$ cat src/rtl/wb_regfile_scoreboard_pkg.sv
// Constants and types shared by the ID stage, the WB stage and the register file scoreboard.
package wb_regfile_scoreboard_pkg;

  localparam int ADDR_W   = 4;
  localparam int NUM_REGS = 2 ** ADDR_W;
  localparam int DATA_W   = 32;
  localparam int PEND_W   = 2;

  localparam logic [PEND_W-1:0] PEND_MAX  = {PEND_W{1'b1}};
  localparam logic [PEND_W-1:0] PEND_ZERO = {PEND_W{1'b0}};
  localparam logic [PEND_W-1:0] PEND_ONE  = {{(PEND_W-1){1'b0}}, 1'b1};

  typedef logic [ADDR_W-1:0] reg_idx_t;

endpackage

$ cat src/rtl/wb_regfile_scoreboard_sb_pend_counter.sv
// Saturating up/down counter tracking in-flight writes to one architectural register.
module sb_pend_counter
  import wb_regfile_scoreboard_pkg::*;
(
  input  logic              clk,
  input  logic              rst,
  input  logic              inc,
  input  logic              dec,
  output logic [PEND_W-1:0] cnt,
  output logic              zero,
  output logic              max
);

  assign zero = (cnt == PEND_ZERO);
  assign max  = (cnt == PEND_MAX);

  // Count update; simultaneous inc and dec cancel, ends of range hold.
  always_ff @(posedge clk or posedge rst) begin
    if (rst) begin
      cnt <= PEND_ZERO;
    end else begin
      case ({inc, dec})
        2'b10: begin
          if (!max) cnt <= cnt + PEND_ONE;
          else      cnt <= cnt;
        end
        2'b01: begin
          if (!zero) cnt <= cnt - PEND_ONE;
          else       cnt <= cnt;
        end
        default: cnt <= cnt;
      endcase
    end
  end

endmodule

$ cat src/rtl/wb_regfile_scoreboard.sv
// Architectural register file with write-through bypassed read ports and a
// per-register pending-write scoreboard that stalls ID on RAW hazards or counter overflow.
module wb_regfile_scoreboard
  import wb_regfile_scoreboard_pkg::*;
(
  input  logic              clk,
  input  logic              rst,
  input  logic              wb_en_in,
  input  logic [ADDR_W-1:0] wb_dest_in,
  input  logic [DATA_W-1:0] wb_result_in,
  input  logic [ADDR_W-1:0] src1_addr,
  input  logic              src1_used,
  input  logic [ADDR_W-1:0] src2_addr,
  input  logic              src2_used,
  output logic [DATA_W-1:0] src1_val,
  output logic [DATA_W-1:0] src2_val,
  input  logic              issue_en,
  input  logic              issue_wb,
  input  logic [ADDR_W-1:0] issue_dest,
  output logic              stall,
  output logic              busy,
  output logic              sb_err
);

  logic [DATA_W-1:0]               regs [NUM_REGS];
  logic [NUM_REGS-1:0][PEND_W-1:0] pend;
  logic [NUM_REGS-1:0]             pend_zero;
  logic [NUM_REGS-1:0]             pend_max;
  logic [NUM_REGS-1:0]             ret;
  logic [NUM_REGS-1:0]             inc;
  logic                            raw1;
  logic                            raw2;
  logic                            full;
  logic                            acc;

  for (genvar i = 0; i < NUM_REGS; i++) begin : g_pend
    assign ret[i] = wb_en_in & (wb_dest_in == ADDR_W'(i)) & ~pend_zero[i];
    assign inc[i] = acc & issue_wb & (issue_dest == ADDR_W'(i));

    sb_pend_counter u_cnt (
      .clk  (clk),
      .rst  (rst),
      .inc  (inc[i]),
      .dec  (ret[i]),
      .cnt  (pend[i]),
      .zero (pend_zero[i]),
      .max  (pend_max[i])
    );
  end

  // The last outstanding write retiring this cycle is forwarded, so it is not a hazard.
  assign raw1  = src1_used & ~pend_zero[src1_addr]
               & ~((pend[src1_addr] == PEND_ONE) & ret[src1_addr]);
  assign raw2  = src2_used & ~pend_zero[src2_addr]
               & ~((pend[src2_addr] == PEND_ONE) & ret[src2_addr]);
  assign full  = issue_wb & pend_max[issue_dest] & ~ret[issue_dest];
  assign stall = ~rst & issue_en & (raw1 | raw2 | full);
  assign acc   = issue_en & ~stall;
  assign busy  = |(~pend_zero);

  // Register storage; a write lands even when it is unmatched.
  always_ff @(posedge clk or posedge rst) begin
    if (rst) begin
      for (int i = 0; i < NUM_REGS; i++) regs[i] <= {DATA_W{1'b0}};
    end else if (wb_en_in) begin
      regs[wb_dest_in] <= wb_result_in;
    end else begin
      regs[wb_dest_in] <= regs[wb_dest_in];
    end
  end

  // Sticky flag for a writeback with nothing outstanding on its destination.
  always_ff @(posedge clk or posedge rst) begin
    if (rst) begin
      sb_err <= 1'b0;
    end else if (wb_en_in && pend_zero[wb_dest_in]) begin
      sb_err <= 1'b1;
    end else begin
      sb_err <= sb_err;
    end
  end

  // Read port 1 with write-through bypass.
  always_comb begin
    src1_val = {DATA_W{1'b0}};
    if (rst) begin
      src1_val = {DATA_W{1'b0}};
    end else if (wb_en_in && (src1_addr == wb_dest_in)) begin
      src1_val = wb_result_in;
    end else begin
      src1_val = regs[src1_addr];
    end
  end

  // Read port 2 with write-through bypass.
  always_comb begin
    src2_val = {DATA_W{1'b0}};
    if (rst) begin
      src2_val = {DATA_W{1'b0}};
    end else if (wb_en_in && (src2_addr == wb_dest_in)) begin
      src2_val = wb_result_in;
    end else begin
      src2_val = regs[src2_addr];
    end
  end

endmodule

$ cat config.mk
export PLATFORM = sky130hd
export DESIGN_NAME = wb_regfile_scoreboard
export DESIGN_NICKNAME = d
export VERILOG_FILES = /design/src/rtl/wb_regfile_scoreboard_pkg.sv /design/src/rtl/wb_regfile_scoreboard_sb_pend_counter.sv /design/src/rtl/wb_regfile_scoreboard.sv
export SDC_FILE = /design/constraint.sdc
export NUM_CORES = 2
export LEC_CHECK = 0
export ABC_AREA = 1
export CAP_MARGIN = 30
export CORE_ASPECT_RATIO = 0.8
export CORE_MARGIN = 1.5
export CORE_UTILIZATION = 40
export DETAILED_ROUTE_END_ITERATION = 16
export PLACE_DENSITY_LB_ADDON = 0.3
export SLEW_MARGIN = 15
export SYNTH_ARGS = -nofsm -noshare
export SYNTH_HDL_FRONTEND = slang
export SYNTH_SLANG_ARGS = --single-unit
$ cat constraint.sdc
create_clock -name clk -period 17.5 [get_ports clk]
set_input_delay 1.75 -clock clk [delete_from_list [all_inputs] [get_ports clk]]
set_output_delay 1.75 -clock clk [all_outputs]
set_load 0.05 [all_outputs]
==> metrics <==
detailed-route wire length per cell=24.9 um; RSZ-0062 raised after global routing=false; post-synth top area share=35.9%; Nets=5553; r2r setup slk=14180 ps; status=finished clean; DR DRC count=0; Pwr Density=113 nW/um^2; Root Buffer=clkbuf_16; R2R Path End=g_pend[6].u_cnt.cnt[1]; Placer Congestion=0.954; worst r2r src=g_pend[7].u_cnt.cnt[1]; Seq/Total Area, Yosys=35.9%; Initial Util=40.6%; layout cells sized above 1=6.00%; met2 Usage GRT=48.5%; post-CTS setup buffers=0; Post-synth EDFFs=0; post_cts resized=0; Lkg Pwr=19.4 nW; met3 Track Usage GR=9.67%; I/O Pins=122; initial antenna violation count=8; TritonRoute pass-1 iters=7; Post-synth ARST share=100%; vias=43000; pin count of the biggest net entering global routing=168; final setup violating endpoints=0; CP max FO=93; Post-Place Worst Slack=9640 ps; Crit Path Class=in2out; H-tree Lvls=3; clock sinks=545; grt total ovfl=0; number of global-route vias before repair=38900; CP max-delay cell=buf_4; number of port buffers=121; Req. time, crit path=15750 ps; WHS Endpoint=regs[214]; post-route ant nets=0; TritonCTS clock tree=done; Mapped Cells=5673; post-synth cell types=44; Worst slew margin=25.3%; vias per std cell=6.38; final max-slew violation count=0; Main synth FF type=dfrtp_1; synth-to-layout area growth=11.0%; critical path, cell by cell=buf_8, inv_6, buf_4, buf_4, nor2_1, o21ai_0, nor2_1, o32ai_1, o21ai_0, inv_1, clkdlybuf4s50_1; clk_skew=19.3 ps; main area contributors after synthesis=dfrtp_1 36%, o21ai_0 13%, nand2_1 12%; Tightest Pin Transition=1120 ps; Setup crit start kind=primary input; Final Critical Period=8180 ps; Design Area, Final=42200 um^2; cell taking the most area after synthesis=dfrtp_1; post-synthesis register bit count=545; Final Cycle Share=46.7%; Hold Crit Class=reg2reg; clock slew at reported path FFs=60 ps; Peak VDD IR=0.0690 mV; DPL Wire Length=94300 um; first-pass GRT wire length=250000 um; Worst Reg-to-Reg Cells=17; Data arrival, critical path=6430 ps; Final Power=4.77 mW; synthesized cell area=38000 um^2; Total Routing Usage GR=33.6%; Fin. Hold Viols=0; core box area=93600 um^2; final WL=168000 um; syn_area_per_cell=6.70 um^2; Mapped Nets=5760; FP Rows=100; Filler cells=9500; Detailed Route Iter0 Violations=7530; Skew-Pair Late Insertion Delay=660 ps; final setup TNS=0 ps; Die H=279 um; Hold Crit Start=regs[214]; met1 Use GR=45.9%; die area=96900 um^2; Setup crit end kind=output pin; Ys Warns=0; Placement Cell Area=39700 um^2; Hold Path Stages=2; count leader, synth=nand2_1; Final WS setup=9320 ps; Die Width=348 um; Num CTS Buffers=67; Max clock buf depth=3; CTS Hold Bufs=0; Synth top cells by count=1264 x nand2_1, 997 x o21ai_0, 592 x nand3_1; Worst path max stage delay=840 ps; Peak Freq=0.122 GHz; busiest grt layer=met2; number of max-cap violations=0
worst max-delay path: cells and delay by family:
| family | cells | cell delay (ps) |
|---|---|---|
| buffers and inverters | 6 | 3260 |
| and+or+nand+nor | 2 | 130 |
| AOI/OAI and AO/OA | 3 | 1050 |
cells in the final DEF (no fill, tap or decap), types with 47 or more instances in the layout:
cell	instances
clkbuf_16	68
buf_4	78
dfrtp_1	545
o21ai_0	997
nor2_1	328
nand2_1	1263
a21oi_1	412
o32ai_1	47
clkdlybuf4s50_1	111
nand3_1	592
a211oi_1	84
o22ai_1	52
inv_1	436
a22oi_1	158
worst max path at each step:
stage	startpoint	end	cells past startpoint
after global routing	src1_addr[0]	src1_val[20]	11
after CTS	src2_addr[2]	src2_val[30]	9
final	src1_addr[0]	src1_val[20]	11
after detailed placement	src2_addr[2]	src2_val[30]	9
after global placement	src2_addr[2]	src2_val[30]	9
after floorplan	rst	g_pend[0].u_cnt.cnt[0]	3
metrics by stage:
stage	std cells	utilization [%]	hold WS, ps
2_1_floorplan	5673	-	449
3_3_place_gp	6602	42.2	464
3_5_place_dp	6615	42.4	466
4_1_cts	6735	45.0	482
5_1_grt	6741	45.1	504
6_report	6742	45.1	479
kinds of logic after synthesis:
family | share of synthesized area, %
adder cells (fa/ha/maj) | 1.05
buffers and inverters | 9.97
AND/OR/NAND/NOR | 24.4
AO/OA/AOI/OAI | 28.3
flip-flops | 35.9
XOR/XNOR | 0.415
area by class of cell:
type,instances,area [um^2],area share (%)
Antenna cell,1,2.50,0.00593
Clock buffer,84,1860,4.41
Clock inverter,36,548,1.30
Inverter,470,1800,4.26
Multi-Input combinational cell,4170,20700,49.1
Sequential cell,545,13600,32.3
Tap cell,1224,1530,3.63
Timing Repair Buffer,212,2100,4.97
report_power, final:
group | internal [mW] | switching, mW
logic | 0.435 | 0.930
clock network | 0.949 | 0.608
registers | 1.56 | 0.289
registers in the layout, summed over array words and instances (netlist names):
register          count
sb_err                1
g_pend.u_cnt.cnt     32
regs                512
layer usage:
metal,wire length (um),part of all wire (%)
met1,65500,39
met2,68600,41
met3,24400,15
met4,9290,5.5
met5,143,0.085
No activity file was read; power rests on OpenSTA's default activity.
